`config.mk`:
```
export PLATFORM = sky130hd
export DESIGN_NAME = div_unit
export DESIGN_NICKNAME = d
export VERILOG_FILES = /design/src/rtl/div_unit.sv
export SDC_FILE = /design/constraint.sdc
export NUM_CORES = 1
export LEC_CHECK = 0
export ABC_AREA = 0
export BUFFER_PORTS_ARGS = -buffer_cell sky130_fd_sc_hd__buf_2
export CORE_UTILIZATION = 50
export DETAILED_ROUTE_END_ITERATION = 6
export PLACE_DENSITY = 0.7
export REMOVE_ABC_BUFFERS = 1
export SYNTH_ARGS = -nofsm -noshare
export SYNTH_HDL_FRONTEND = slang
export SYNTH_SLANG_ARGS = --single-unit
```
`constraint.sdc`:
```
create_clock -name clk -period 6.65 [get_ports clk]
set_input_delay 1.995 -clock clk [delete_from_list [all_inputs] [get_ports clk]]
set_output_delay 1.995 -clock clk [all_outputs]
set_load 0.05 [all_outputs]
```
`src/rtl/div_unit.sv`:
```
// -----------------------------------------------------------------------------
// div_unit -- multi-cycle radix-2 restoring divider for the EX stage.
//
// Accepts DIV (signed) and DIVU (unsigned) from the ALU decoder's alucontrol
// bus. It returns the quotient on lo_o and the remainder on hi_o for the HI/LO
// writeback path, and raises busy while an operation is in flight.
//
// Ports:
//   clk        in   rising-edge system clock
//   resetn     in   asynchronous active-low reset
//   alucontrol in   [7:0]  EX-stage ALU control code
//   valid_i    in   EX-stage instruction valid
//   annul      in   flush; cancels any operation, no done pulse
//   a          in   [WIDTH-1:0] dividend (rs)
//   b          in   [WIDTH-1:0] divisor (rt)
//   busy       out  state != IDLE (registered); drives EX stall
//   done       out  one-cycle pulse in the cycle hi_o/lo_o take a new result
//   hi_o       out  [WIDTH-1:0] remainder
//   lo_o       out  [WIDTH-1:0] quotient
//   dbg_state  out  [1:0] current FSM state (0 IDLE, 1 RUN, 2 DONE)
//
// Op codes come from defines.vh (EXE_DIV_OP / EXE_DIVU_OP). The fallback
// values below are used when that header has not been included.
//
// Optional build macro: DIV_EARLY_OUT_EN. When it is defined, a non-zero
// divisor with |a| < |b| finishes in one cycle (quotient 0, remainder a).
// -----------------------------------------------------------------------------
`ifndef EXE_DIV_OP
`define EXE_DIV_OP 8'b00011010
`endif
`ifndef EXE_DIVU_OP
`define EXE_DIVU_OP 8'b00011011
`endif

module div_unit #(
  parameter int WIDTH = 32,
  parameter int ITERS = 32   // must equal WIDTH
) (
  input  logic             clk,
  input  logic             resetn,
  input  logic [7:0]       alucontrol,
  input  logic             valid_i,
  input  logic             annul,
  input  logic [WIDTH-1:0] a,
  input  logic [WIDTH-1:0] b,
  output logic             busy,
  output logic             done,
  output logic [WIDTH-1:0] hi_o,
  output logic [WIDTH-1:0] lo_o,
  output logic [1:0]       dbg_state
);

  localparam int CW = $clog2(ITERS + 1);

  typedef enum logic [1:0] {
    S_IDLE = 2'd0,
    S_RUN  = 2'd1,
    S_DONE = 2'd2
  } state_t;

  state_t r_state;
  state_t w_state_nxt;

  logic             r_sign_q;   // negate quotient at the end (signed only)
  logic             r_sign_r;   // negate remainder at the end (signed only)
  logic [WIDTH-1:0] r_div;      // |b|
  logic [WIDTH-1:0] r_rem;      // partial remainder
  logic [WIDTH-1:0] r_quo;      // dividend bits shifting out, quotient bits in
  logic [CW-1:0]    r_cnt;

  // Handshake: there is no ready output. An instruction is taken when
  // valid_i is high, the unit is IDLE, annul is low and the op code is
  // DIV/DIVU. busy is registered, so it is still 0 in the accept cycle; the
  // stall logic must OR in the accept condition. While busy, valid_i and the
  // operands are ignored and never re-sampled.
  logic w_is_div;
  logic w_is_divu;
  logic w_accept;
  assign w_is_div  = (alucontrol == `EXE_DIV_OP);
  assign w_is_divu = (alucontrol == `EXE_DIVU_OP);
  assign w_accept  = (r_state == S_IDLE) && valid_i && !annul && (w_is_div || w_is_divu);

  // Operand magnitudes. These are negated only for a signed op with the MSB set.
  logic             w_a_neg;
  logic             w_b_neg;
  logic [WIDTH-1:0] w_abs_a;
  logic [WIDTH-1:0] w_abs_b;
  logic             w_b_zero;
  logic             w_early;
  assign w_a_neg  = w_is_div && a[WIDTH-1];
  assign w_b_neg  = w_is_div && b[WIDTH-1];
  assign w_abs_a  = w_a_neg ? (~a + 1'b1) : a;
  assign w_abs_b  = w_b_neg ? (~b + 1'b1) : b;
  assign w_b_zero = (b == '0);

`ifdef DIV_EARLY_OUT_EN
  assign w_early = !w_b_zero && (w_abs_a < w_abs_b);
`else
  assign w_early = 1'b0;
`endif

  // One restoring step. The shifted remainder needs WIDTH+1 bits, because
  // the remainder can be as large as |b|-1 before the shift.
  logic [WIDTH:0]   w_shift;
  logic             w_ge;
  logic [WIDTH-1:0] w_diff;
  logic [WIDTH-1:0] w_rem_nxt;
  logic [WIDTH-1:0] w_quo_nxt;
  logic             w_last;
  logic [WIDTH-1:0] w_lo_fin;
  logic [WIDTH-1:0] w_hi_fin;
  assign w_shift   = {r_rem, r_quo[WIDTH-1]};
  assign w_ge      = (w_shift >= {1'b0, r_div});
  assign w_diff    = w_shift[WIDTH-1:0] - r_div;   // exact whenever w_ge
  assign w_rem_nxt = w_ge ? w_diff : w_shift[WIDTH-1:0];
  assign w_quo_nxt = {r_quo[WIDTH-2:0], w_ge};
  assign w_last    = (r_cnt == CW'(ITERS - 1));
  assign w_lo_fin  = r_sign_q ? (~w_quo_nxt + 1'b1) : w_quo_nxt;
  assign w_hi_fin  = r_sign_r ? (~w_rem_nxt + 1'b1) : w_rem_nxt;

  // FSM state register
  always_ff @(posedge clk or negedge resetn) begin
    if (!resetn) r_state <= S_IDLE;
    else         r_state <= w_state_nxt;
  end

  // FSM next state. annul overrides everything and returns to IDLE.
  always_comb begin
    w_state_nxt = r_state;
    if (annul) begin
      w_state_nxt = S_IDLE;
    end else begin
      case (r_state)
        S_IDLE: if (w_accept) w_state_nxt = (w_b_zero || w_early) ? S_DONE : S_RUN;
        S_RUN:  if (w_last)   w_state_nxt = S_DONE;
        S_DONE: w_state_nxt = S_IDLE;
        default: w_state_nxt = S_IDLE;
      endcase
    end
  end

  assign busy      = (r_state != S_IDLE);
  assign done      = (r_state == S_DONE);
  assign dbg_state = r_state;

  // Datapath. The results are written on the edge that enters DONE, so they
  // are already valid in the done cycle and then hold until the next result.
  always_ff @(posedge clk or negedge resetn) begin
    if (!resetn) begin
      r_sign_q <= 1'b0;
      r_sign_r <= 1'b0;
      r_div    <= '0;
      r_rem    <= '0;
      r_quo    <= '0;
      r_cnt    <= '0;
      hi_o     <= '0;
      lo_o     <= '0;
    end else if (w_accept) begin
      r_sign_q <= w_is_div && (a[WIDTH-1] ^ b[WIDTH-1]);
      r_sign_r <= w_is_div && a[WIDTH-1];
      r_div    <= w_abs_b;
      r_rem    <= '0;
      r_quo    <= w_abs_a;
      r_cnt    <= '0;
      if (w_b_zero) begin
        lo_o <= '1;
        hi_o <= a;
      end else if (w_early) begin
        lo_o <= '0;
        hi_o <= a;
      end
    end else if (r_state == S_RUN && !annul) begin
      r_rem <= w_rem_nxt;
      r_quo <= w_quo_nxt;
      r_cnt <= r_cnt + 1'b1;
      if (w_last) begin
        lo_o <= w_lo_fin;
        hi_o <= w_hi_fin;
      end
    end
  end

endmodule

```
==> impl_results.md, run 1 <==
* RSZ-0062 raised after global routing: no
* Hold violation total from the final report at 0
* Cell area after synthesis at 0.0125 sq mm
* CTS tree: yes
* Core Footprint at 0.0244 sq mm
* Critical Path Slowest Stage Cell: a32oi_2
* Worst setup SP type: register
* CTS Buf Count at 17
* Post-synthesis compound-gate area fraction at 24.0%
* Peak per-stage delay on the critical path at roughly 0.6 ns
* Power density over cell area at 198 mW/mm^2
* Most common cell in the netlist: dfrtp_1
* First-pass GRT wire length at 55.9 mm
* Top post-synthesis cells by area: dfrtp_1 (34%), o21ai_0 (6.3%), xor2_1 (5.4%)
* Vias in the first global route at 10.6k
* Fmax at between 150 and 200 MHz
* CTS hold repair buffers at 0
* Finish-stage setup viols at 0
* Worst Hold Endpoint: r_div[17]
* Post-synthesis mux area share at about 3.1%
* Worst R2R End: hi_o[30]
* RePlAce Congestion at 0.902
* Clk root buf: clkbuf_16
* Clock slew at reported path FFs at 0.07 ns
* Clock Sinks at 170
* WL/cell at about 17 um
* Largest family of logic cells by synthesized area: compound AO/OA/AOI/OAI gates
* Die Width at ~160 um
* Reg2Reg Depth at 16
* Cell variety after synth at 89
* Setup TNS at 0 ns
* Fin crit period at 5.66 ns
* Clock group share of total power at 36.1%
* Ant. Diodes at 0
* Residual DRC at 0
* Antenna-violating nets left at 0
* Vias after detailed routing at 11.6k
* Switching pwr at around 950 uW
* Number of max-cap violations at 0
* Final Util at 57.4%
* Final #Nets at 1,734
* Sequential standard cell area at 0.00425 sq mm
* Clock buffer depth at 2
* Sw Ratio at 34.3%
* Register area share after synthesis at 34.0%
* Slew @ Worst Pin at 0.895 ns
* Multi-input logic area at 0.00770 sq mm
* Crit path kind: register to register
* Die Area at 0.0256 sq mm
* Post-synthesis xor/xnor area fraction at 8.83%
* Antenna violations before repair at 0
* Max Slew Vio Count at 0
* Static Leakage at 6.31 nW
* Mapped Cells at 1,530
* Number of flops mapped to enable cells by yosys at 0
* Initial DRC Count at a little under 900
* Seq cells post-synth at 170
* Synth top area share at 34.0%
* Initial Util at 51.3%
* Tcrit/Tclk final at 85.1%
* Hold Path Depth at 2
* DRT Wirelength at 34.1 mm
* Vert. Die Dim at 160 um
* Status: finished, final reports clean
* Number of H-tree levels at 4
* Worst hold path class: register to register
* CP endpoint kind: register
* Top cell type by total area after synthesis: dfrtp_1
* Total GRT Usage at 26.9%
* Largest net degree at the start of global routing at 94
* Drt pass-1 iters at 5
* Clock Latency Late Sink at around 0.44 ns
* Internal Power at 1.82 mW
* Comb power frac at approximately 25%
* Clk_skew at 0.0119 ns
* Sequential fraction of design power at 38.8%
* CP required at 6.97 ns
* Fill count at 2,309
* Via-to-Cell Ratio at 5.92
* Syn_area_per_cell at 8.17 sq um
* Post-CTS Setup Inserts at 0
* Reg-to-reg slack, setup at between 0.9 and 1 ns
* Site row count at 57
* CP arrival at 5.99 ns
* Worst slew margin at 40.3%
* Synthesis Warnings at 0
* Min-delay src: r_div[17]
* Area growth syn-to-layout at 11.9%
* Hpwl dp at 25.3 mm
* CP Max Fanout at 16
* Design Power at 2.78 mW
* Resize count post-CTS at 0
* Most used DFF post-synth: dfrtp_1
* Crit path cell chain: ha_1 -> nand4_1 -> nor3_1 -> nand4_1 -> a32oi_2 -> or2_2 -> inv_4 -> mux2i_1 -> ha_1 -> nand2_1 -> nor4_1 -> mux2i_1 -> a221oi_2 -> nand4_2 -> mux2_1 -> a2111o_1
* GR Overflow Total at 0
* Share of cells above drive strength 1 at 14.5%
* Reg2reg start: r_rem[6]
* Synth Area in Adders at 3.86%
* Top Ports at 144
* VDD IR max at approximately 0.16 mV
* Post-Synth Simple-Gate Area at 21.4%
* Ys async rst share at 100%
* Synth top cells by count: dfrtp_1 (170), o21ai_0 (157), nand2_1 (152), nor2_1 (138), a21oi_1 (108)
* Number of port buffers at 143
## cell type report
| type | instances | area share (%) |
|---|---|---|
| tap | 324 | 2.90 |
| timing repair buffer | 159 | 6.02 |
| sequential | 170 | 30.4 |
| clock buffer | 18 | 3.14 |
| clock inverter | 14 | 1.14 |
| multi-input combinational | 1221 | 55.0 |
| inverter | 51 | 1.39 |
## worst max path at each step
stage | from | end
floorplan | annul | hi_o[24]
global placement | b[3] | hi_o[15]
detailed placement | b[3] | hi_o[15]
CTS | r_rem[7] | hi_o[30]
global route | r_rem[6] | hi_o[30]
finish | r_rem[6] | hi_o[30]
## stage by stage
stage	cells	setup slack, ns	cell area (sq um)	hold slack (ns)
2_1_floorplan	1442	-1.23	12100	0.450
3_3_place_gp	1925	1.08	13400	0.460
3_5_place_dp	1925	1.03	13400	0.472
4_1_cts	1957	1.04	14000	0.488
5_1_grt	1957	0.581	14000	0.509
6_report	1957	0.988	14000	0.482
## power groups by stage
stage               Sequential (mW)  Combinational, mW  Clock, mW
global route                   1.08              0.771       1.06
global placement               1.10              0.678          0
finish                         1.08              0.697       1.00
CTS                            1.08              0.689       1.02
detailed placement             1.10              0.685          0
floorplan                      1.09              0.485          0
## cell families (layout without fill, tap and decap cells)
group,after synthesis,after routing
xor gates and xnor gates,126,126
muxes,37,37
DFF,170,170
AOI/OAI and AO/OA,471,471
buffers and inverters,139,242
and+or+nand+nor,549,549
adders and majority gates,38,38
## critical path: cells and delay by family (launching register included)
family	cells	cell delay (ns)
fa+ha+maj	2	0.83
buf+inv	1	0.05
simple gates	7	1.95
compound gates	3	1.32
flops	1	0.47
mux	3	0.91
## layout by cell type (no fill, tap or decap), types with 23 or more instances in the layout
master   instances
nor2_1         137
buf_2          142
dfrtp_1        170
xnor2_1         49
and3_1          23
inv_1           49
nor3_1          50
a22oi_1         33
a21oi_1        107
a31oi_1         26
o21ai_0        157
xor2_1          77
ha_1            37
mux2i_1         26
or3_1           23
nand2_1        152
nand3_1         63
## routing by layer
metal  up-vias  track usage (%)  routed length (um)
met5         -                0                   0
met4         0             7.36                 663
met3        33             3.19                1740
met2       349             42.3               15300
met1      5444             38.9               16400
li1       5765                -                   -
## state kept, by name, summed over array words and instances, names as in the netlist
name and cells:
r_cnt 6, r_quo 32, r_sign_q 1, hi_o 32
lo_o 32, r_rem 32, r_div 32, dbg_state 2
r_sign_r 1
Note: power is estimated with default switching activity, not from simulation.
==> run 2, diff against run 1 <==
--- a/config.mk
+++ b/config.mk
@@ -7,10 +7,12 @@
 export LEC_CHECK = 0
 export ABC_AREA = 0
 export BUFFER_PORTS_ARGS = -buffer_cell sky130_fd_sc_hd__buf_2
+export CORE_MARGIN = 1.5
 export CORE_UTILIZATION = 50
 export DETAILED_ROUTE_END_ITERATION = 6
 export PLACE_DENSITY = 0.7
 export REMOVE_ABC_BUFFERS = 1
+export SLEW_MARGIN = 15
 export SYNTH_ARGS = -nofsm -noshare
 export SYNTH_HDL_FRONTEND = slang
 export SYNTH_SLANG_ARGS = --single-unit
==> impl_results.md, run 2 (synthesized netlist as in run 1, its figures left out) <==
* Status: finished, final reports clean
* Clock group share of total power at 35.7%
* Peak per-stage delay on the critical path at 0.49 ns
* Worst hold path class: register to register
* DRT Wirelength at 33.6 mm
* Sw Ratio at around a third
* Crit path kind: register to register
* RSZ-0062 raised after global routing: no
* Clock Latency Late Sink at 0.44 ns
* Hold Path Depth at 2
* Final Util at 57.2%
* Clock slew at reported path FFs at 0.07 ns
* Critical path depth at 15
* Worst R2R End: hi_o[30]
* Switching pwr at 949 uW
* Via-to-Cell Ratio at 5.91
* Clk root buf: clkbuf_16
* Tcrit/Tclk final at 79.2%
* Antenna-violating nets left at 0
* Site row count at 57
* Hold violation total from the final report at 0
* Max Slew Vio Count at 0
* Final Cell Area at 0.0140 sq mm
* Drt pass-1 iters at 7
* Buf/Inv on CP at 0
* Die Width at 161 um
* Sequential standard cell area at ~0.0043 sq mm
* GR Overflow Total at 0
* Clock Sinks at between 150 and 200
* CP delay by family, top: compound AO/OA/AOI/OAI gates
* CTS hold repair buffers at 0
* Multi-input logic area at 0.00770 sq mm
* Vias after detailed routing at about 12k
* WL/cell at 17.2 um
* Resize count post-CTS at 0
* Post-route setup slack at 1.38 ns
* Commonest non-fill, non-tap cells in the layout: dfrtp_1 (170), o21ai_0 (157), nand2_1 (152), buf_2 (142), nor2_1 (137)
* Die Area at 0.0260 sq mm
* Post-Place Setup Slack at 1.31 ns
* Most common cell after layout, fill and taps aside: dfrtp_1
* Design Power at 2.76 mW
* Initial Util at 51.1%
* WHS at 0.481 ns
* Non-filler instance count after layout at 1,957
* Reg2reg start: r_rem[7]
* Power density over cell area at 197 mW/mm^2
* Initial DRC Count at 1,110
* CP arrival at 5.59 ns
* Final #Nets at around 1.7k
* Total GRT Usage at 26.1%
* Slew @ Worst Pin at 0.974 ns
* Sequential fraction of design power at between 30 and 40%
* Number of H-tree levels at 4
* Hpwl dp at approximately 25 mm
* Worst setup SP type: register
* Number of port buffers at 143
* Post-CTS Setup Inserts at 0
* Top Ports at 144
* CTS Buf Count at 17
* Critical Path Slowest Stage Cell: or2_2
* Ant. Diodes at 0
* Comb power frac at about a quarter
* Vert. Die Dim at 161 um
* Largest net degree at the start of global routing at 71
* CP Max Fanout at 12
* Finish-stage setup viols at 0
* Setup crit end: hi_o[30]
* CTS tree: yes
* Worst slew margin at between 30% and 40%
* VDD IR max at ~0.13 mV
* CP required at 6.97 ns
* Fin crit period at 5.27 ns
* Internal Power at 1.81 mW
* Share of cells above drive strength 1 at between 10% and 20%
* Antenna violations before repair at 0
* Reg2Reg Depth at 15
* Reg-to-reg slack, setup at 1.38 ns
* Clk_skew at 0.0159 ns
* Placed Instance Area at 0.0134 sq mm
* RePlAce Congestion at 0.901
* Crit path cell chain: ha_1 -> a21o_1 -> a31oi_1 -> o211a_1 -> o221ai_2 -> or2_2 -> o21ai_0 -> ha_1 -> nand2_1 -> nor4_1 -> mux2i_1 -> a221oi_2 -> nand4_2 -> mux2_1 -> a2111o_1
* # placed instances at 1,925
* Fill count at 2,313
* Critical Path Most Common Cell: ha_1
* Clock buffer depth at 2
* CP endpoint kind: register
* Crit path from: r_rem[7]
* Number of max-cap violations at 0
* Vias in the first global route at 10.8k
* Fmax at 190 MHz
* First-pass GRT wire length at roughly 55 mm
* Area growth syn-to-layout at 11.9%
* Static Leakage at 6.32 nW
* Residual DRC at 0
* Setup TNS at 0 ns
* Core Footprint at 0.0245 sq mm
## run 2: cell count changes in the layout (fill, tap and decap cells not counted), sizes merged
cell	delta
clkbuf	-1
clkinv	-1
clkinvlp	-1
inv	+3
## run 2: cell type report
class | count | share of cell area [%]
Clock buffer | 17 | 3.04
Tap cell | 324 | 2.90
Clock inverter | 15 | 1.09
Inverter | 51 | 1.39
Timing Repair Buffer | 159 | 6.11
Sequential cell | 170 | 30.4
Multi-Input combinational cell | 1221 | 55.1
## run 2: worst min-delay path, cell delays in order (launching register included)
cell and delay, ns:
dfrtp_1 0.34, nand2_1 0.05, o21ai_0 0.06
## run 2: worst min path at each step
stage | endpoint | slack (ns) | startpoint
after global placement | r_div[19] | 0.46 | r_div[19]
after floorplan | r_div[10] | 0.45 | r_div[10]
after CTS | r_div[23] | 0.49 | r_div[23]
final | r_div[21] | 0.48 | r_div[21]
after detailed placement | r_div[8] | 0.47 | r_div[8]
after global routing | r_div[4] | 0.50 | r_div[4]
## run 2: power groups by stage
stage	combinational (mW)	sequential, mW	clock, mW
after floorplan	0.485	1.09	0
after global placement	0.677	1.10	0
after detailed placement	0.686	1.10	0
after CTS	0.691	1.08	1.00
after global routing	0.770	1.08	1.05
final	0.699	1.08	0.985
## run 2: metal layers
layer  track usage, %  part of all wire [%]  up-vias
met5                0                     0        -
met4             7.49                   1.8        0
met3             2.95                   5.2       36
met2             41.5                    45      339
met1             37.5                    48     5425
li1                 -                     -     5767
